File: src/rtl/multu_pkg.sv
// ============================================================================
// Module   : multu_pkg
// Purpose  : Shared constants and FSM state encoding for the iterative
//            multiply/divide units of the execute stage.
// Revision : 1.0
// ============================================================================
`default_nettype none

package multu_pkg;

  localparam int MULTU_WIDTH = 32;
  localparam int MULTU_CNT_W = 5;

  // Also used by the iterative divider, so both units share one handshake shape.
  typedef enum logic [0:0] {
    MULTU_IDLE = 1'b0,
    MULTU_CALC = 1'b1
  } multu_state_e;

endpackage

`default_nettype wire

File: src/rtl/multu_step.sv
// ============================================================================
// Module   : multu_step
// Purpose  : One radix-2 shift-add iteration of the unsigned multiplier.
// Revision : 1.0
// ============================================================================
`default_nettype none

module multu_step
  import multu_pkg::*;
#(
  parameter int WIDTH = MULTU_WIDTH
) (
  input  logic [2*WIDTH-1:0] p,
  input  logic [WIDTH-1:0]   m,
  output logic [2*WIDTH-1:0] p_next
);

  logic [WIDTH:0] sum;

  // The extra sum bit holds the carry, which the right shift drops into the MSB.
  always_comb begin
    sum    = {1'b0, p[2*WIDTH-1:WIDTH]} + (p[0] ? {1'b0, m} : {(WIDTH+1){1'b0}});
    p_next = {sum, p[WIDTH-1:1]};
  end

endmodule

`default_nettype wire

File: src/rtl/multu.sv
// ============================================================================
// Module   : multu
// Purpose  : Sequential unsigned WIDTHxWIDTH multiplier with start/busy/done.
// Revision : 1.0
// ============================================================================
`default_nettype none

module multu
  import multu_pkg::*;
#(
  parameter int WIDTH = MULTU_WIDTH,
  parameter int CNT_W = MULTU_CNT_W
) (
  input  logic             clock,
  input  logic             reset,
  input  logic             start,
  input  logic [WIDTH-1:0] multiplicand,
  input  logic [WIDTH-1:0] multiplier,
  output logic [WIDTH-1:0] hi,
  output logic [WIDTH-1:0] lo,
  output logic             busy,
  output logic             done
);

  localparam logic [CNT_W-1:0] LAST_CNT = CNT_W'(WIDTH - 1);

  multu_state_e          state_q, state_d;
  logic [CNT_W-1:0]      count_q, count_d;
  logic [2*WIDTH-1:0]    p_q, p_d;
  logic [WIDTH-1:0]      m_q, m_d;
  logic                  busy_q, busy_d;
  logic                  done_q, done_d;
  logic [2*WIDTH-1:0]    p_step;

  multu_step #(
    .WIDTH (WIDTH)
  ) u_step (
    .p      (p_q),
    .m      (m_q),
    .p_next (p_step)
  );

  always_comb begin
    state_d = state_q;
    count_d = count_q;
    p_d     = p_q;
    m_d     = m_q;
    busy_d  = busy_q;
    done_d  = 1'b0;
    case (state_q)
      MULTU_IDLE: begin
        if (start) begin
          state_d = MULTU_CALC;
          m_d     = multiplicand;
          p_d     = {{WIDTH{1'b0}}, multiplier};
          count_d = '0;
          busy_d  = 1'b1;
        end
      end
      MULTU_CALC: begin
        p_d     = p_step;
        count_d = count_q + 1'b1;
        if (count_q == LAST_CNT) begin
          state_d = MULTU_IDLE;
          busy_d  = 1'b0;
          done_d  = 1'b1;
        end
      end
      default: state_d = MULTU_IDLE;
    endcase
  end

  // The CPU pipeline advances on the rising edge; this unit updates on the falling one.
  always_ff @(negedge clock) begin
    if (reset) begin
      state_q <= MULTU_IDLE;
      count_q <= '0;
      p_q     <= '0;
      m_q     <= '0;
      busy_q  <= 1'b0;
      done_q  <= 1'b0;
    end else begin
      state_q <= state_d;
      count_q <= count_d;
      p_q     <= p_d;
      m_q     <= m_d;
      busy_q  <= busy_d;
      done_q  <= done_d;
    end
  end

  assign hi   = p_q[2*WIDTH-1:WIDTH];
  assign lo   = p_q[WIDTH-1:0];
  assign busy = busy_q;
  assign done = done_q;

endmodule

`default_nettype wire

File: config.mk
export PLATFORM = sky130hd
export DESIGN_NAME = multu
export DESIGN_NICKNAME = d
export VERILOG_FILES = /design/src/rtl/multu_pkg.sv /design/src/rtl/multu_step.sv /design/src/rtl/multu.sv
export SDC_FILE = /design/constraint.sdc
export NUM_CORES = 1
export LEC_CHECK = 0
export ABC_AREA = 1
export ABC_CLOCK_PERIOD_IN_PS = 4300
export BUFFER_PORTS_ARGS = -buffer_cell sky130_fd_sc_hd__buf_2
export CAP_MARGIN = 20
export CORE_MARGIN = 2
export CORE_UTILIZATION = 40
export CTS_CLUSTER_DIAMETER = 120
export DETAILED_ROUTE_END_ITERATION = 10
export PLACE_DENSITY_LB_ADDON = 0.2
export SLEW_MARGIN = 25
export SYNTH_ARGS = -nofsm -noshare
export SYNTH_HDL_FRONTEND = slang
export SYNTH_HIERARCHICAL = 1
export SYNTH_SLANG_ARGS = --single-unit
export TNS_END_PERCENT = 100
File: constraint.sdc
create_clock -name clock -period 4.3 [get_ports clock]
set_clock_uncertainty 0.15 [all_clocks]
set_input_delay 0.645 -clock clock [delete_from_list [all_inputs] [get_ports clock]]
set_output_delay 0.645 -clock clock [all_outputs]
set_load 0.05 [all_outputs]
==> results.cfg <==
[critical_path]
cp-end-kind = primary output
cp.depth = 1
cp.arrival_ps = 3310
cp_slowest_stage_delay_ps = 430
crit_fanout = 4
r2r_cells = 16
crit_chain = buf_2
crit_buf_inv = 1
path_class = register to primary output
required_ps = 3500
crit_family = flip-flops
start_kind = register
cp_slowest_cell = dfxtp_1

[die]
core-area_um2 = 17180
pin_count = 133
die_area_um2 = 18560
placementRows = 48
die_w_um = 136.2
die_y_um = 136.2
start_util = 0.4072

[power]
power.leakage_nw = 5.307
peakVddDrop_mv = 0.2144
powerDensity_nw_per_um2 = 317.0

[logic_synthesis]
synth_top_family_by_area = simple AND/OR/NAND/NOR gates
synth.area.mux_share = 0
netlist_area_um2 = 6994
yosys.area.top_type = dfxtp_1
yosysUniqueCellTypes = 29
synth_fa_ha_area_frac = 0.06547
syn_inst = 1164
syn_avg_cell_area_um2 = 6.009
synth_compound_area_frac = 0.06905
netlist_top_cells_area = dfxtp_1 30%, nand2_1 23%, inv_1 9.8%
ys_seq_elements = 104
yosys.area_share.simple = 0.3848
syn_nets = 1267
yosysSeqAreaShare = 0.2977
synth_top_area_share = 0.2977
synth_xor_area_frac = 0.01878
ys_warn_count = 6

[finish]
nNetsFinal = 1451
fillerInstances = 1902
antenna_cells = 0
mostFrequentLayoutCells = 423 x nand2_1, 284 x inv_1, 132 x buf_2
final_common_cell = nand2_1
syn_to_final_growth_pct = 18.69
drive_above_1_share = 0.1404
finish.utilization = 0.4833

[placement]
gp_congestion = 0.9356
place_hpwl_um = 13720
portBuffers = 132

[route]
detail_route.wl_per_cell_um = 12.06
wl_met2_um = 8663
drc_errors = 0
routed.top_layer = met4
ant_nets = 0
drt_iter0_drc = 454
dr_wl_met3_um = 1139
met1Wirelength_um = 8839
vias_per_cell = 4.578
dr.pass1.iters = 5
wirelength_um = 19020
vias = 7224

[global_routing]
overflow = 0
grt_max_degree = 73
grt_use_total = 0.2125
grt_pass1_wl_um = 31600
first_global_vias = 6896
antenna_found_initial = 0

[sta]
slew_headroom = 0.4588
rsz0062_at_grt = false
setup_violations = 0
worstMarginPinSlew_ps = 811.7
maxSlewViolCount = 0
tns_ps = 0
finalHoldViolCount = 0

[hold_path]
hold_path_depth = 2
hp-class = register to register

[clocking]
cts-root-buf = clkbuf_16
cts_tree = built
h-tree-depth = 3
hold_buffers = 0
cts_buffers = 9
clk-insertion-delay-late_ps = 430
ctsResizeCount = 0
cts_sinks = 104
path_clk_slew_ps = 40
postCtsSetupBuffers = 0
cts_buffer_depth = 2

[job]
cap_viol_max_count = 0

[status]
status = finished, final reports clean
## routing by layer
layer,up-vias,global-route usage
met4,0,0.09664
met2,179,0.3347
met3,25,0.07196
met1,3138,0.2618
li1,3882,-
met5,-,0
## layout make-up
cell class	count	area, um2	share of cell area
multi-input cells	802	3764	0.4534
flip-flops and latches	104	2083	0.2509
repair buffers	143	780.7	0.09405
inverters	184	690.7	0.08320
clock inverters	111	476.7	0.05742
well taps	225	281.5	0.03391
clock buffers	9	225.2	0.02713
## stage by stage
| stage | worst slack [ps] | hold WS [ps] | area, um2 | std cells | total power [mW] |
|---|---|---|---|---|---|
| 4_1_cts | 182.5 | 322.9 | 8302 | 1578 | 2.702 |
| 3_5_place_dp | 328.2 | 317.1 | 7604 | 1459 | 1.542 |
| 3_3_place_gp | 343.5 | 310.8 | 7604 | 1459 | 1.538 |
| 6_report | 199.5 | 321.8 | 8302 | 1578 | 2.632 |
| 2_1_floorplan | 609.0 | 304.7 | 6994 | 1164 | 1.465 |
| 5_1_grt | 130.4 | 343.7 | 8302 | 1578 | 2.856 |
## power breakdown
group | switching, mW | internal [mW] | leakage (nW)
Clock | 0.702 | 0.553 | 0.708
Sequential | 0.0291 | 1.02 | 0.851
Combinational | 0.227 | 0.102 | 3.75
## cell families (layout without fill, tap and decap cells)
group / Yosys count / in the layout
AOI/OAI and AO/OA: 95 / 95
xor gates and xnor gates: 15 / 15
adders and majority gates: 36 / 36
buffers and inverters: 258 / 447
DFF: 104 / 104
and+or+nand+nor: 656 / 656
## path summary, 6_finish.rpt
path / start / end / slack (ps)
worst max-delay path: p_q[33] / hi[1] / 200
worst min-delay path: busy / busy / 320
worst min register to register: busy / busy / 320
worst max register to register: p_q[0] / p_q[51] / 1580
## sequential cells by signal, summed over array words and instances (netlist names)
name,cells
busy,1
m_q,32
count_q,5
p_q,64
done,1
state_q,1
## Yosys cell counts, drive strengths merged
cell type and count:
nand4 4, nand3b 1, dfxtp 104, inv 185, nor3b 1, fa 1
a21o 1, nor4 1, buf 60, nand2 438, o21ai 33, a21oi 59
a211oi 1, clkbuf 13, nor3 6, o21bai 1, xor2 15, nand3 93
ha 35, nor2 112
(Power assumes the default switching activity.)
